**src/rtl/multicycle_ctrl.sv**
```systemverilog
// Control FSM for a multicycle datapath: fetch, decode, ALU, load/store and CBZ sequencing.
// Build option: define ILLEGAL_TRAP_EN to park illegal opcodes in TRAP until reset.
module multicycle_ctrl (
   input  logic        clk,
   input  logic        reset,
   input  logic [10:0] Op,
   input  logic        Zero,
   input  logic        mem_ready,
   output logic        InstrRead,
   output logic        IRWrite,
   output logic        PCWrite,
   output logic        PCSrc,
   output logic        Reg2Loc,
   output logic        ALUSrc,
   output logic        MemtoReg,
   output logic        RegWrite,
   output logic        MemRead,
   output logic        MemWrite,
   output logic [1:0]  ALUOp,
   output logic [3:0]  state_o
);

   typedef enum logic [3:0] {
      FETCH    = 4'd0,
      DECODE   = 4'd1,
      EXEC_R   = 4'd2,
      EXEC_I   = 4'd3,
      ALU_WB   = 4'd4,
      MEM_ADDR = 4'd5,
      MEM_RD   = 4'd6,
      MEM_WB   = 4'd7,
      MEM_WR   = 4'd8,
      BRANCH   = 4'd9,
      TRAP     = 4'd10
   } state_t;

   localparam logic [10:0] OP_ADD  = 11'b10001011000;
   localparam logic [10:0] OP_SUB  = 11'b11001011000;
   localparam logic [10:0] OP_AND  = 11'b10001010000;
   localparam logic [10:0] OP_ORR  = 11'b10101010000;
   localparam logic [9:0]  OP_ADDI = 10'b1001000100;
   localparam logic [9:0]  OP_SUBI = 10'b1101000100;
   localparam logic [10:0] OP_LDUR = 11'b11111000010;
   localparam logic [10:0] OP_STUR = 11'b11111000000;
   localparam logic [7:0]  OP_CBZ  = 8'b10110100;

   state_t state;
   state_t next_state;
   logic   imm_hold;
   logic   is_r;
   logic   is_i;
   logic   is_mem;
   logic   is_cbz;

   always_comb begin
      is_r   = (Op == OP_ADD) || (Op == OP_SUB) || (Op == OP_AND) || (Op == OP_ORR);
      is_i   = (Op[10:1] == OP_ADDI) || (Op[10:1] == OP_SUBI);
      is_mem = (Op == OP_LDUR) || (Op == OP_STUR);
      is_cbz = (Op[10:3] == OP_CBZ);
   end

   // imm_hold remembers which EXEC state ran so ALU_WB keeps the same ALU setup.
   always_ff @(posedge clk or negedge reset) begin
      if (!reset) begin
         state    <= FETCH;
         imm_hold <= 1'b0;
      end else begin
         state <= next_state;
         if (state == EXEC_R) begin
            imm_hold <= 1'b0;
         end else if (state == EXEC_I) begin
            imm_hold <= 1'b1;
         end
      end
   end

   always_comb begin
      next_state = FETCH;
      case (state)
         FETCH:    next_state = mem_ready ? DECODE : FETCH;
         DECODE: begin
            if (is_r)        next_state = EXEC_R;
            else if (is_i)   next_state = EXEC_I;
            else if (is_mem) next_state = MEM_ADDR;
            else if (is_cbz) next_state = BRANCH;
            else begin
`ifdef ILLEGAL_TRAP_EN
               next_state = TRAP;
`else
               next_state = FETCH;
`endif
            end
         end
         EXEC_R:   next_state = ALU_WB;
         EXEC_I:   next_state = ALU_WB;
         ALU_WB:   next_state = FETCH;
         MEM_ADDR: next_state = (Op == OP_LDUR) ? MEM_RD : MEM_WR;
         MEM_RD:   next_state = mem_ready ? MEM_WB : MEM_RD;
         MEM_WB:   next_state = FETCH;
         MEM_WR:   next_state = mem_ready ? FETCH : MEM_WR;
         BRANCH:   next_state = FETCH;
`ifdef ILLEGAL_TRAP_EN
         TRAP:     next_state = TRAP;
`endif
         default:  next_state = FETCH;
      endcase
   end

   // Strobes come from the state alone except the fetch handshake and the CBZ
   // PC update; reset masks them combinationally so an aborted access stops at once.
   always_comb begin
      InstrRead = 1'b0;
      IRWrite   = 1'b0;
      PCWrite   = 1'b0;
      PCSrc     = 1'b0;
      Reg2Loc   = 1'b0;
      ALUSrc    = 1'b0;
      MemtoReg  = 1'b0;
      RegWrite  = 1'b0;
      MemRead   = 1'b0;
      MemWrite  = 1'b0;
      ALUOp     = 2'b00;
      case (state)
         FETCH: begin
            InstrRead = 1'b1;
            IRWrite   = mem_ready;
            PCWrite   = mem_ready;
         end
         EXEC_R: ALUOp = 2'b10;
         EXEC_I: begin
            ALUOp  = 2'b11;
            ALUSrc = 1'b1;
         end
         ALU_WB: begin
            RegWrite = 1'b1;
            ALUSrc   = imm_hold;
            ALUOp    = imm_hold ? 2'b11 : 2'b10;
         end
         MEM_ADDR: ALUSrc = 1'b1;
         MEM_RD: begin
            MemRead = 1'b1;
            ALUSrc  = 1'b1;
         end
         MEM_WB: begin
            RegWrite = 1'b1;
            MemtoReg = 1'b1;
         end
         MEM_WR: begin
            MemWrite = 1'b1;
            Reg2Loc  = 1'b1;
            ALUSrc   = 1'b1;
         end
         BRANCH: begin
            Reg2Loc = 1'b1;
            ALUOp   = 2'b01;
            PCWrite = Zero;
            PCSrc   = Zero;
         end
         default: ;
      endcase
      if (!reset) begin
         InstrRead = 1'b0;
         IRWrite   = 1'b0;
         PCWrite   = 1'b0;
         PCSrc     = 1'b0;
         Reg2Loc   = 1'b0;
         ALUSrc    = 1'b0;
         MemtoReg  = 1'b0;
         RegWrite  = 1'b0;
         MemRead   = 1'b0;
         MemWrite  = 1'b0;
         ALUOp     = 2'b00;
      end
   end

   assign state_o = state;

endmodule

```
**config.mk**
```make
export PLATFORM = sky130hd
export DESIGN_NAME = multicycle_ctrl
export DESIGN_NICKNAME = d
export VERILOG_FILES = /design/src/rtl/multicycle_ctrl.sv
export SDC_FILE = /design/constraint.sdc
export NUM_CORES = 1
export LEC_CHECK = 0
export CORE_MARGIN = 2
export CORE_UTILIZATION = 39
export CTS_BUF_LIST = sky130_fd_sc_hd__clkbuf_4 sky130_fd_sc_hd__clkbuf_8
export CTS_CLUSTER_DIAMETER = 100
export DETAILED_ROUTE_END_ITERATION = 10
export PLACE_DENSITY_LB_ADDON = 0.05
export SLEW_MARGIN = 25
export SYNTH_ARGS = -nofsm -noshare
export SYNTH_HDL_FRONTEND = slang
export SYNTH_SLANG_ARGS = --single-unit
```
**constraint.sdc**
```tcl
create_clock -name clk -period 1.9 [get_ports clk]
set_clock_uncertainty 0.05 [all_clocks]
set_input_delay 0.38 -clock clk [delete_from_list [all_inputs] [get_ports clk]]
set_output_delay 0.38 -clock clk [all_outputs]
set_load 0.01 [all_outputs]
```
Yosys cells after proc, flatten, opt, wreduce, memory -nomap -nowiden
Index checks and enable logic that the tools add are counted.

word-level totals
  input bits = 15
  flip-flop bits (word level) = 5

operators by class
  muxes and demuxes = 34
  equal/unequal tests = 18
  reduce and logical (&&, ||, !) cells = 11

operators with widths
  kind                                                                    count
  11-bit equality test (second input constant)                            6
  4-bit two-way mux                                                       6
  4-bit one-hot mux with 6 select lines                                   1
  1-bit two-way mux                                                       23
  10-bit equality test (second input constant)                            2
  4-bit by 3-bit equality test with 1-bit output (second input constant)  4
  4-bit by 2-bit equality test with 1-bit output (second input constant)  2
  4-bit equality test (second input constant)                             2
  8-bit equality test (second input constant)                             1
  2-bit one-hot mux with 4 select lines                                   1
  2-bit OR reduction                                                      3
  1-bit logical OR                                                        5
  4-bit by 1-bit equality test with 1-bit output (second input constant)  1
  4-bit zero test                                                         1
  1-bit one-hot mux with 2 select lines                                   2
  4-bit OR reduction                                                      1
  2-bit two-way mux                                                       1
  2-bit nonzero test                                                      1

Logic depth before layout (Yosys ltp)
Gate-level depths: netlist of the first run.

  depth after elaboration = 6
  mapped depth = 5
  mapped depth without buffers = 4

Least setup slack after synthesis of the first run
No wires, ideal clock.

  path kind = register to output
  from = register state[0], in the netlist state_o[0]
  to = output port PCWrite
  setup slack = 144 ps
  data arrival time = 1326 ps
  data required time = 1470 ps
  stages on the path, launching flop included = 6
  cells stage by stage = dfrtp_1 -> buf_4 -> nor2_1 -> and3_1 -> and2_1 -> or2_1

between the ends
  longest elaborated chain between the ends = 3

ends and longest elaborated chain
  what                                                           RTL line  RTL
  start: declaration                                             47        state_t state;
  start signal: assignment                                       68        state <= next_state;
  4-bit equality test / 4-bit zero test (equally long branches)  123       case (state)
  1-bit one-hot mux with 2 select lines (*)                      123
  1-bit two-way mux (*)                                          161       if (!reset) begin
  end: declaration                                               11        output logic PCWrite,

Mark *: on every way between the ends. The rest lies on a longest branch, timed or not.

Worst setup path in the final report of the first run
  from = register state[1], in the netlist state_o[1]
  to = output port ALUOp[0]

between the ends
  longest elaborated chain between the ends = 3

ends and longest elaborated chain
  what                                               RTL line  RTL
  4-bit equality test, or another cell as far along  123
  2-bit one-hot mux with 4 select lines (*)          123
  2-bit two-way mux (*)                              161
  end: declaration                                   19        output logic [1:0] ALUOp,

Marks and branches as above.

==> flow_summary.ini, run 1 <==
[placed_design]
portBuffers = 30
gp_congestion = 0.845
dpl.hpwl_mm = 1.52
dp.cells = 138

[setup_path]
start_kind = flip-flop
r2r_start = state_o[2]
critical_path_arrival_ns = 1.61
r2r_slack_ns = 0.30
r2r_end = state_o[1]
path_max_fanout = 6
criticalPathCategory = reg2out
r2r_cells = 7
end_kind = output port
worst_ep_required_time_ns = 1.47

[power_and_ir_drop]
p_sw_frac = 0.285
share_seq_of_total_power = 0.295
clock_power_share = 0.391
finalPower_w = 0.000381
comb_power_share = 0.314
p_per_area_nw_per_um2 = 327
power.leakage_nw = 0.577
p_switching_w = 0.000109
p_int_w = 0.000272
ir_drop_mv = 0.277

[finish]
antenna_cells = 0
fin_util = 0.874
area_growth_pct = 105
fill_cells = 75
nNetsFinal = 156
layout-drive-gt1-share = 0.457
final_cell_count_no_fill = 155

[floorplan]
start_util = 0.426
ioPinCount = 31
rows = 13
die_y_um = 42.2
coreArea_um2 = 1330
die_x_um = 42.2
die-area_um2 = 1780

[detailed_routing]
first_iter_violations = 49
vias_per_cell = 5.90
wirelength_mm = 2.65
antenna_left = 0
drtPass1Iterations = 4
vias = 915
routedWlPerCell_um = 17.1
drc = 0

[yosys]
synth_cell_types = 35
syn-num-nets = 92
synth_area_um2 = 568
ys_seq_elements = 5
yosys_warnings = 0
synthArstFlopShare = 1.00
syn-instance-count = 77
avgSynthCellArea_um2 = 7.38
ys_seq_area_frac = 0.220
synth_enable_flop_cells = 0
ys.flop_type = dfrtp_1

[timing]
timing.fmax_ghz = 0.491
maxSlewHeadroom = 0.730
layout_min_cycle_time_ns = 2.04
hold_viol_final = 0
slew_viol_final = 0
layout_setup_ws_ns = -0.135
fin_crit_sh = 1.07
fin_setup_tns_ns = -0.452
tightest_slew_ns = 0.400
rsz0062_at_grt = true
setup_viol = 7

[outcome]
status = finished with violations
violations = setup timing

[flow_run]
maxCapViolations = 0

[global_routing]
grt_pass1_vias = 816
grt_first_pass_wirelength_mm = 3.72
grt_max_degree = 10
antenna_found_initial = 0
grt_remaining_overflow = 0
grt_util_all_layers = 0.270

[clocking]
cts_tree = done
root_buffer = clkbuf_4
cts_buffer_depth = 2
ctsHtreeMaxLevel = 1
clkLatencyLatePin_ns = 0.26
cts_sinks = 5
cts_buffers = 3
clk_pin_slew_ns = 0.05

[worst_hold_path]
hp-class = in2async
## synth_stat cells (2+ instances only)
master | number | area [um2]
nor2_1 | 11 | 41.3
nand4_1 | 3 | 18.8
o21ai_0 | 3 | 15.0
nand3_1 | 4 | 20.0
xnor2_1 | 2 | 17.5
buf_2 | 2 | 10.0
dfrtp_1 | 5 | 125
and2_1 | 2 | 12.5
mux2_2 | 2 | 22.5
nand2_1 | 9 | 33.8
nor3b_1 | 2 | 15.0
inv_1 | 3 | 11.3
nor3_1 | 3 | 15.0
and3_1 | 2 | 12.5
nor2b_1 | 4 | 25.0
## through the flow
step                setup slack (ns)  hold WS [ns]  cell area (um2)
CTS                           -0.157         0.171             1070
finish                        -0.135         0.230             1170
detailed placement            -0.401         0.562             1010
floorplan                      0.144        0.0344              568
global placement              -0.374         0.541             1010
global route                  -0.153         0.252             1170
## critical path, cell delays in order (launching register included)
cell and delay (ns):
dfrtp_2 0.46, buf_4 0.16, xnor2_1 0.10, or3_1 0.32
a21boi_1 0.14, buf_2 0.16
## worst max-delay path by stage
| stage | start | to | slack, ns |
|---|---|---|---|
| final | state_o[1] | ALUOp[0] | -0.14 |
| after global routing | state_o[1] | ALUOp[0] | -0.15 |
| after CTS | state_o[1] | ALUSrc | -0.16 |
| after detailed placement | reset | PCWrite | -0.40 |
| after global placement | reset | ALUOp[1] | -0.37 |
| after floorplan | state_o[0] | PCWrite | 0.14 |
## power groups by stage
stage	clock network, W	logic [W]	registers, W
after floorplan	0	0.0000335	0.000113
after global placement	0	0.000103	0.000113
after detailed placement	0	0.000106	0.000113
after CTS	0.000150	0.000105	0.000111
after global routing	0.000158	0.000128	0.000113
final	0.000149	0.000120	0.000112
## what timing repair did
| item | 4_1_cts | 5_1_grt |
|---|---|---|
| hold buffers | 0 | 0 |
| setup endpoints to repair | 13 | 12 |
| setup buffers | 4 | 10 |
| gates resized for setup | 37 | 24 |
| pin swaps | 0 | 6 |
## placed cells by master, fill, tap and decap left out, drive strengths merged
master         instances
buf                   38
clkdlybuf4s50         15
nor2                  11
nand2                  9
clkbuf                 8
nor2b                  5
dfrtp                  5
nand3                  4
dlygate4sd2            4
nand4                  3
inv                    3
nor3                   3
o21ai                  3
nor3b                  2
and2                   2
dlymetal6s2s           2
and4bb                 2
and3                   2
xnor2                  2
a31o                   2
mux2                   2
nand2b                 1
nor4bb                 1
a32oi                  1
o31ai                  1
and4                   1
o22ai                  1
or3                    1
a21boi                 1
a21oi                  1
a211oi                 1
mux2i                  1
or2                    1
a32o                   1
## metal layers
| metal | track usage | part of all wire | up-vias |
|---|---|---|---|
| met5 | 0 | 0 | - |
| met3 | 0.0388 | 0.063 | 16 |
| met1 | 0.288 | 0.36 | 431 |
| met2 | 0.508 | 0.54 | 63 |
| met4 | 0.131 | 0.034 | 0 |
| li1 | - | - | 405 |
## logic make-up after synthesis
kind of cell / synth area share
DFF: 0.220
AOI/OAI and AO/OA: 0.150
buffers and inverters: 0.0705
and+or+nand+nor: 0.471
muxes: 0.0573
xor gates and xnor gates: 0.0308
## registers in the layout, summed over array words and instances, names as in the netlist
register  count
imm_hold      1
state_o       4
## final cells by class
| class | count | area (um2) | area share |
|---|---|---|---|
| clock buffers | 4 | 30.0 | 0.0258 |
| inverters | 3 | 11.3 | 0.00966 |
| multi-input cells | 65 | 452 | 0.387 |
| flip-flops and latches | 5 | 129 | 0.111 |
| well taps | 15 | 18.8 | 0.0161 |
| repair buffers | 63 | 526 | 0.451 |
Power figures use the tool's default switching activity.
==> run 2, diff against run 1 <==
- CAP_MARGIN: not set -> 20
==> results of run 2 <==
Same layout as run 1: the final DEF is identical, and so are final timing and power.
==> run 3, diff against run 2 <==
- CORE_UTILIZATION: 39 -> 35
- clock period: 1.9 -> 1.8 ns (I/O delays scaled with it)
==> run 3 against run 2 <==
  * The run still ends with setup timing left
  * Cell count stayed put
  * Clock power decreased by 3%
  * First-iteration DRC count decreased by 73%
  * Power increased by 5.8%
  * Flip-flop and latch count stayed put
  * Critical path type unchanged
  * Critical endpoint unchanged
==> flow_summary.ini, run 3 (synthesis results as in run 1) <==
[outcome]
status = finished with violations
violations = setup timing

[clocking]
cts_buffers = 3
clkLatencyLatePin_ns = 0.24
ctsHoldBuffers = 0
cts_sinks = 5
clk_pin_slew_ns = 0.05
cts_tree = done
cts_buffer_depth = 2
root_buffer = clkbuf_4
ctsHtreeMaxLevel = 1

[finish]
nNetsFinal = 155
largest_reg_flops = 4
antenna_cells = 0
layout_common_cells = 27 x buf_4, 14 x clkdlybuf4s50_1, 8 x buf_6
fin_util = 0.806
final_common_cell = buf_4
layout-drive-gt1-share = 0.547
area_growth_pct = 114

[global_routing]
grt_remaining_overflow = 0
grt_util_all_layers = 0.253
antenna_found_initial = 0
grt_first_pass_wirelength_mm = 3.64
grt_pass1_vias = 823
grt_max_degree = 10

[setup_path]
r2r_slack_ns = 0.24
path_max_fanout = 5
criticalPathCategory = reg2out
r2r_start = state_o[0]
r2r_end = state_o[1]
end_kind = output port
r2r_cells = 6
critPathLaunch = state_o[1]
crit_path_end = ALUOp[0]
start_kind = flip-flop
worst_ep_required_time_ns = 1.39
critical_path_arrival_ns = 1.50

[floorplan]
rows = 14
die-area_um2 = 1960
ioPinCount = 31
start_util = 0.377
coreArea_um2 = 1510
die_y_um = 44.3
die_x_um = 44.3

[power_and_ir_drop]
finalPower_w = 0.000403
power.leakage_nw = 0.559
p_per_area_nw_per_um2 = 332
ir_drop_mv = 0.167

[timing]
layout_min_cycle_time_ns = 1.91
hold_viol_final = 0
timing.fmax_ghz = 0.523
fin_crit_sh = 1.06
setup_viol = 6
maxSlewHeadroom = 0.802
slew_viol_final = 0
layout_setup_ws_ns = -0.113
rsz0062_at_grt = true
tightest_slew_ns = 0.293

[placed_design]
place_ws_ns = -0.462
gp_congestion = 0.830
portBuffers = 30
dpl.hpwl_mm = 1.55

[detailed_routing]
vias = 838
vias_per_cell = 5.41
first_iter_violations = 13
antenna_left = 0
routedWlPerCell_um = 15.8
wirelength_mm = 2.44
drtPass1Iterations = 4
drc = 0

[worst_hold_path]
hp-class = in2async

[flow_run]
maxCapViolations = 0
## run 3: report_power, final
group | internal, W | switching [W]
registers | 0.000116 | 0.00000357
clock network | 0.0000988 | 0.0000450
logic | 0.0000827 | 0.0000575
## run 3: area by class of cell
class                      count  area [um2]
tap                           16        20.0
multi-input combinational     65         495
inverter                       3        11.3
timing repair buffer          62         528
fill                          95         292
clock buffer                   4        30.0
sequential                     5         130
## run 3: metal layers
layer  vias up  routed length, um  global-route usage
li1        401                  -                   -
met1       408                926               0.256
met2        25               1400               0.526
met3         4                 74              0.0367
met4         0                 45              0.0545
met5         -                  0                   0
## run 3: worst min path at each step
stage                         from          to  slack [ns]
final                        reset  state_o[0]        0.29
after global routing         reset  state_o[0]        0.29
after CTS                    reset  state_o[0]        0.22
after detailed placement  imm_hold    imm_hold        0.55
after global placement    imm_hold    imm_hold        0.54
after floorplan              reset    imm_hold        0.01
## run 3: critical path, cell delays in order (launching register included)
cell and delay (ns):
dfrtp_2 0.44, buf_4 0.15, xnor2_1 0.11, or3_1 0.30, a21boi_1 0.12, buf_2 0.14
## run 3: per-stage QoR
step | hold WS [ns] | setup TNS (ns) | instances | cell area (um2)
after floorplan | 0.0144 | 0 | 77 | 568
after detailed placement | 0.551 | -4.54 | 142 | 1030
final | 0.293 | -0.462 | 155 | 1210
after global placement | 0.542 | -4.18 | 142 | 1030
after CTS | 0.218 | -0.414 | 153 | 1130
after global routing | 0.288 | -0.950 | 155 | 1210
## run 3: what timing repair did
action,in CTS,in global routing
endpoints found under the setup margin,13,13
buffers inserted,7,3
gates resized for setup,47,38
pin swaps,3,7
